$ cat config.mk
export PLATFORM = sky130hd
export DESIGN_NAME = alu_dispatch_unit
export DESIGN_NICKNAME = d
export VERILOG_FILES = /design/src/rtl/alu_dispatch_unit.sv
export SDC_FILE = /design/constraint.sdc
export NUM_CORES = 1
export LEC_CHECK = 0
export BUFFER_PORTS_ARGS = -buffer_cell sky130_fd_sc_hd__buf_4
export CORE_MARGIN = 5
export CORE_UTILIZATION = 46
export CTS_BUF_LIST = sky130_fd_sc_hd__clkbuf_16
export CTS_CLUSTER_DIAMETER = 40
export DETAILED_ROUTE_END_ITERATION = 8
export MAX_ROUTING_LAYER = met4
export PLACE_DENSITY_LB_ADDON = 0.3
export SYNTH_ARGS = -nofsm -noshare
export SYNTH_HDL_FRONTEND = slang
export SYNTH_SLANG_ARGS = --single-unit
$ cat constraint.sdc
create_clock -name clk -period 1.7 [get_ports clk]
set_clock_uncertainty 0.2 [all_clocks]
set_input_delay 0.085 -clock clk [delete_from_list [all_inputs] [get_ports clk]]
set_output_delay 0.085 -clock clk [all_outputs]
set_load 0.01 [all_outputs]
$ cat src/rtl/alu_dispatch_unit.sv
// ALU control decode with a one-entry registered output stage and
// mult/div occupancy tracking that holds off MD-class and HI/LO reads.
module alu_dispatch_unit #(
  parameter int unsigned MD_LAT = 4,
  parameter int unsigned CTRL_W = 4
) (
  input  logic              clk,
  input  logic              reset,
  input  logic              in_valid,
  output logic              in_ready,
  input  logic [2:0]        alu_op_main,
  input  logic [5:0]        funct,
  output logic              out_valid,
  input  logic              out_ready,
  output logic [CTRL_W-1:0] alu_ctrl,
  output logic              illegal,
  output logic [1:0]        md_op,
  output logic              md_start,
  output logic              md_busy,
  output logic              md_done
);

  localparam logic [3:0] C_AND  = 4'b0000;
  localparam logic [3:0] C_OR   = 4'b0001;
  localparam logic [3:0] C_ADD  = 4'b0010;
  localparam logic [3:0] C_SUB  = 4'b0110;
  localparam logic [3:0] C_SLT  = 4'b0111;
  localparam logic [3:0] C_XOR  = 4'b1000;
  localparam logic [3:0] C_NOR  = 4'b1001;
  localparam logic [3:0] C_SLLV = 4'b1010;
  localparam logic [3:0] C_SRLV = 4'b1011;
  localparam logic [3:0] C_SRAV = 4'b1100;
  localparam logic [3:0] C_SLTU = 4'b1101;
  localparam logic [3:0] C_NOP  = 4'b1110;
  localparam logic [3:0] C_HILO = 4'b1111;
  localparam logic [7:0] LAT    = 8'(MD_LAT);

  logic [3:0] dec_ctrl;
  logic       dec_illegal, dec_md, dec_hilo;

  logic       out_valid_q, out_valid_d;
  logic [3:0] ctrl_q, ctrl_d;
  logic       illegal_q, illegal_d;
  logic [1:0] md_op_q, md_op_d;
  logic       md_start_q, md_start_d;
  logic [7:0] cnt_q, cnt_d;
  logic       hazard, accept;

  always_comb begin
    dec_ctrl    = C_NOP;
    dec_illegal = 1'b0;
    dec_md      = 1'b0;
    dec_hilo    = 1'b0;
    case (alu_op_main)
      3'b000: dec_ctrl = C_ADD;
      3'b001: dec_ctrl = C_SUB;
      3'b011: dec_ctrl = C_AND;
      3'b100: dec_ctrl = C_OR;
      3'b101: dec_ctrl = C_XOR;
      3'b110: dec_ctrl = C_SLT;
      3'b010: begin
        case (funct)
          6'b100000, 6'b100001: dec_ctrl = C_ADD;
          6'b100010, 6'b100011: dec_ctrl = C_SUB;
          6'b100100: dec_ctrl = C_AND;
          6'b100101: dec_ctrl = C_OR;
          6'b100110: dec_ctrl = C_XOR;
          6'b100111: dec_ctrl = C_NOR;
          6'b101010: dec_ctrl = C_SLT;
          6'b101011: dec_ctrl = C_SLTU;
          6'b000100: dec_ctrl = C_SLLV;
          6'b000110: dec_ctrl = C_SRLV;
          6'b000111: dec_ctrl = C_SRAV;
          6'b010000, 6'b010010: begin
            dec_ctrl = C_HILO;
            dec_hilo = 1'b1;
          end
          6'b011000, 6'b011001, 6'b011010, 6'b011011: dec_md = 1'b1;
          default: dec_illegal = 1'b1;
        endcase
      end
      default: dec_illegal = 1'b1;
    endcase
  end

  // HI/LO reads and new MD ops must wait until the unit is idle, including its done cycle.
  assign hazard   = md_busy & (dec_md | dec_hilo);
  assign in_ready = (~out_valid_q | out_ready) & ~hazard;
  assign accept   = in_valid & in_ready;

  always_comb begin
    out_valid_d = out_valid_q;
    ctrl_d      = ctrl_q;
    illegal_d   = illegal_q;
    md_op_d     = md_op_q;
    md_start_d  = 1'b0;
    cnt_d       = (cnt_q != 8'd0) ? cnt_q - 8'd1 : 8'd0;
    if (accept) begin
      out_valid_d = 1'b1;
      ctrl_d      = dec_ctrl;
      illegal_d   = dec_illegal;
      if (dec_md) begin
        md_op_d    = funct[1:0];
        md_start_d = 1'b1;
        cnt_d      = LAT;
      end
    end else if (out_ready) begin
      out_valid_d = 1'b0;
    end
  end

  always_ff @(posedge clk) begin
    if (reset) begin
      out_valid_q <= 1'b0;
      ctrl_q      <= C_NOP;
      illegal_q   <= 1'b0;
      md_op_q     <= 2'b00;
      md_start_q  <= 1'b0;
      cnt_q       <= 8'd0;
    end else begin
      out_valid_q <= out_valid_d;
      ctrl_q      <= ctrl_d;
      illegal_q   <= illegal_d;
      md_op_q     <= md_op_d;
      md_start_q  <= md_start_d;
      cnt_q       <= cnt_d;
    end
  end

  assign out_valid = out_valid_q;
  assign alu_ctrl  = CTRL_W'(ctrl_q);
  assign illegal   = illegal_q;
  assign md_op     = md_op_q;
  assign md_start  = md_start_q;
  assign md_busy   = (cnt_q != 8'd0);
  assign md_done   = (cnt_q == 8'd1);

endmodule

==> results.py <==
metrics = {
    "die": {
        "core_um2": 2000,
        "die_width_um": 56.1,
        "start_util": 0.488,
        "fp.dieH_um": 56.1,
        "die_area_um2": 3140,
        "rows": 16,
        "io_pins": 25,
    },
    "status": {
        "failed_checks": "negative hold slack, negative setup slack",
        "status": "finished with violations",
    },
    "grt": {
        "overflow": 0,
        "grt_pass1_wl_um": 4390,
        "grt_max_degree": 15,
        "antenna_found_initial": 0,
        "groute.usage.overall": 0.172,
        "grt_pass1_vias": 1005,
    },
    "sta": {
        "layout_min_cycle_time_ns": 1.78,
        "whs_ns": -0.0221,
        "relSlewSlack": 0.689,
        "period_share": 1.04,
        "timing.final.ws_setup_ns": -0.0757,
        "slew_violations": 0,
        "rsz0062_at_grt": "yes",
        "hold_viol": 1,
        "fmax_ghz": 0.563,
        "setup_viol": 4,
        "worstMarginPinSlew_ns": 0.455,
    },
    "routing": {
        "wire_per_inst_um": 14.6,
        "drt_iter0_drc": 55,
        "wl_um": 2720,
        "drt_first_pass_iters": 4,
        "via_per_inst": 5.63,
        "drc": 0,
        "ant_nets": 0,
        "via_count": 1048,
    },
    "cells_and_area": {
        "final_cells": 186,
        "diodes": 0,
        "drive_gt1_frac": 0.371,
        "final_common_cell": "buf_4",
        "design_area_um2": 1460,
        "syn_to_final_growth_pct": 49.6,
        "final_cell_mix": "buf_4 (36), dfxtp_1 (16), nor2_1 (11)",
        "finalNetCount": 175,
    },
    "setup_path": {
        "end_kind": "output pin",
        "required_ns": 1.41,
        "worstPathArrival_ns": 1.49,
        "crit_path_start": "cnt_q[5]$_SDFF_PP0_",
        "r2r-start": "cnt_q[5]$_SDFF_PP0_",
        "start_kind": "register",
        "critPathKind": "register to output pin",
        "cp_max_fo": 4,
    },
    "yosys": {
        "synth_seq_cells": 17,
        "synth.distinct_cells": 46,
        "netlist_area_um2": 976,
        "avgSynthCellArea_um2": 8.71,
        "synth_warnings": 0,
        "yosys_most_used_dff": "dfxtp_1",
        "synth.yosys.seq_area_share": 0.349,
        "synth-edff-count": 0,
        "async_flop_share": 0,
        "syn_inst": 112,
        "synth_fp_nets": 127,
    },
    "power": {
        "swShare": 0.330,
        "power_frac_seq": 0.284,
        "p_int_uw": 1240,
        "power.leakage_uw": 0.000620,
        "p_switching_uw": 612,
        "power_per_cell_area_nw_per_um2": 1270,
        "irDropWorstVdd_mv": 0.953,
        "p_comb_frac": 0.455,
        "pwr-share-clk": 0.261,
    },
    "placed_design": {
        "gp_congestion": 0.876,
        "hpwl_um": 1790,
        "dp_cells": 174,
        "dpl_worst_slack_ns": -0.0585,
        "port-buffer-count": 24,
        "place_area_um2": 1270,
    },
    "clock_tree": {
        "cts_buffer_depth": 2,
        "clock_sinks": 17,
        "numCtsBuffers": 3,
        "cts-root-buf": "clkbuf_16",
        "insertion_delay_ns": 0.25,
        "cts_tree": "yes",
        "clkTransAtPathRegs_ns": 0.05,
        "htreeDepth": 1,
    },
    "worst_hold_path": {
        "hold_start": "alu_op_main[1]",
        "hp-class": "input pin to register",
    },
    "flow_run": {
        "cap_viol_max_count": 0,
    },
}
worst paths after layout:
check / end / slack, ns / cells past startpoint
hold / removal: alu_ctrl[1]$_SDFFE_PP1P_ / -0.02 / 3
hold reg to reg: alu_ctrl[2]$_SDFFE_PP1P_ / 0.28 / 1
setup reg to reg: cnt_q[2]$_SDFF_PP0_ / -0.04 / 5
setup / recovery: in_ready / -0.08 / 6
through the flow:
step / power, µW / setup TNS (ns) / utilization
floorplan: 933 / -0.348 / -
global placement: 1220 / -0.0487 / 0.636
detailed placement: 1240 / -0.129 / 0.636
CTS: 1740 / -0.244 / 0.702
global route: 1970 / -0.917 / 0.729
finish: 1860 / -0.168 / 0.729
cell type report:
class | instances | area [µm²]
Inverter | 7 | 26.3
Multi-Input combinational cell | 86 | 611
Sequential cell | 17 | 342
Timing Repair Buffer | 45 | 365
Tap cell | 27 | 33.8
Clock inverter | 1 | 7.51
Clock buffer | 3 | 75.1
Fill cell | 150 | 542
worst max-delay path: stages, from the launching register on:
cell and delay (ns):
dfxtp_2 0.33, nor4_4 0.30, nand3_2 0.17, buf_6 0.16
nand3_2 0.05, and2_4 0.13, buf_6 0.09
cell families after synthesis:
family | count (synthesis) | share of synthesized area
and+or+nand+nor | 45 | 0.273
AOI/OAI and AO/OA | 35 | 0.274
DFF | 17 | 0.349
buffers and inverters | 10 | 0.0513
xor gates and xnor gates | 3 | 0.0269
adders and majority gates | 2 | 0.0256
power by group through the flow:
stage,Clock [µW],Combinational [µW],Sequential (µW)
after floorplan,0,388,546
after global placement,0,688,531
after detailed placement,0,703,535
after CTS,492,725,527
after global routing,516,920,536
final,485,844,528
layer usage:
metal,vias to the layer above,track usage,part of all wire
li1,512,-,-
met1,481,0.220,0.44
met2,49,0.272,0.48
met3,6,0.0348,0.061
met4,0,0.0542,0.0092
met5,-,-,0
registers in the layout (all words and copies together) (netlist names):
| signal | flops |
|---|---|
| alu_ctrl | 4 |
| out_valid | 1 |
| illegal | 1 |
| cnt_q | 8 |
| md_op | 2 |
| md_start | 1 |
cell usage after synthesis (all sizes together), types with 2 or more instances:
library cell | instances | area, µm²
nand3b | 5 | 37.5
nand2 | 6 | 22.5
a2111oi | 2 | 18.8
nor4 | 3 | 33.8
o21ai | 6 | 33.8
nand3 | 4 | 25.0
ha | 2 | 25.0
o41ai | 3 | 41.3
inv | 7 | 26.3
dfxtp | 17 | 340
or2b | 2 | 16.3
nand2b | 4 | 25.0
and3 | 2 | 12.5
buf | 3 | 23.8
a21oi | 12 | 67.6
nor2 | 11 | 41.3
xnor2 | 2 | 17.5
a211o | 2 | 17.5
what timing repair did:
action                                 in CTS  in global routing
buffers inserted                            0                  2
hold buffers                                5                  0
setup endpoints to repair                   8                 15
gates cloned                                0                  1
pin swaps                                   2                  3
resized for setup                           0                 10
endpoints found under the hold margin      10                  0
Power figures use the tool's default switching activity.
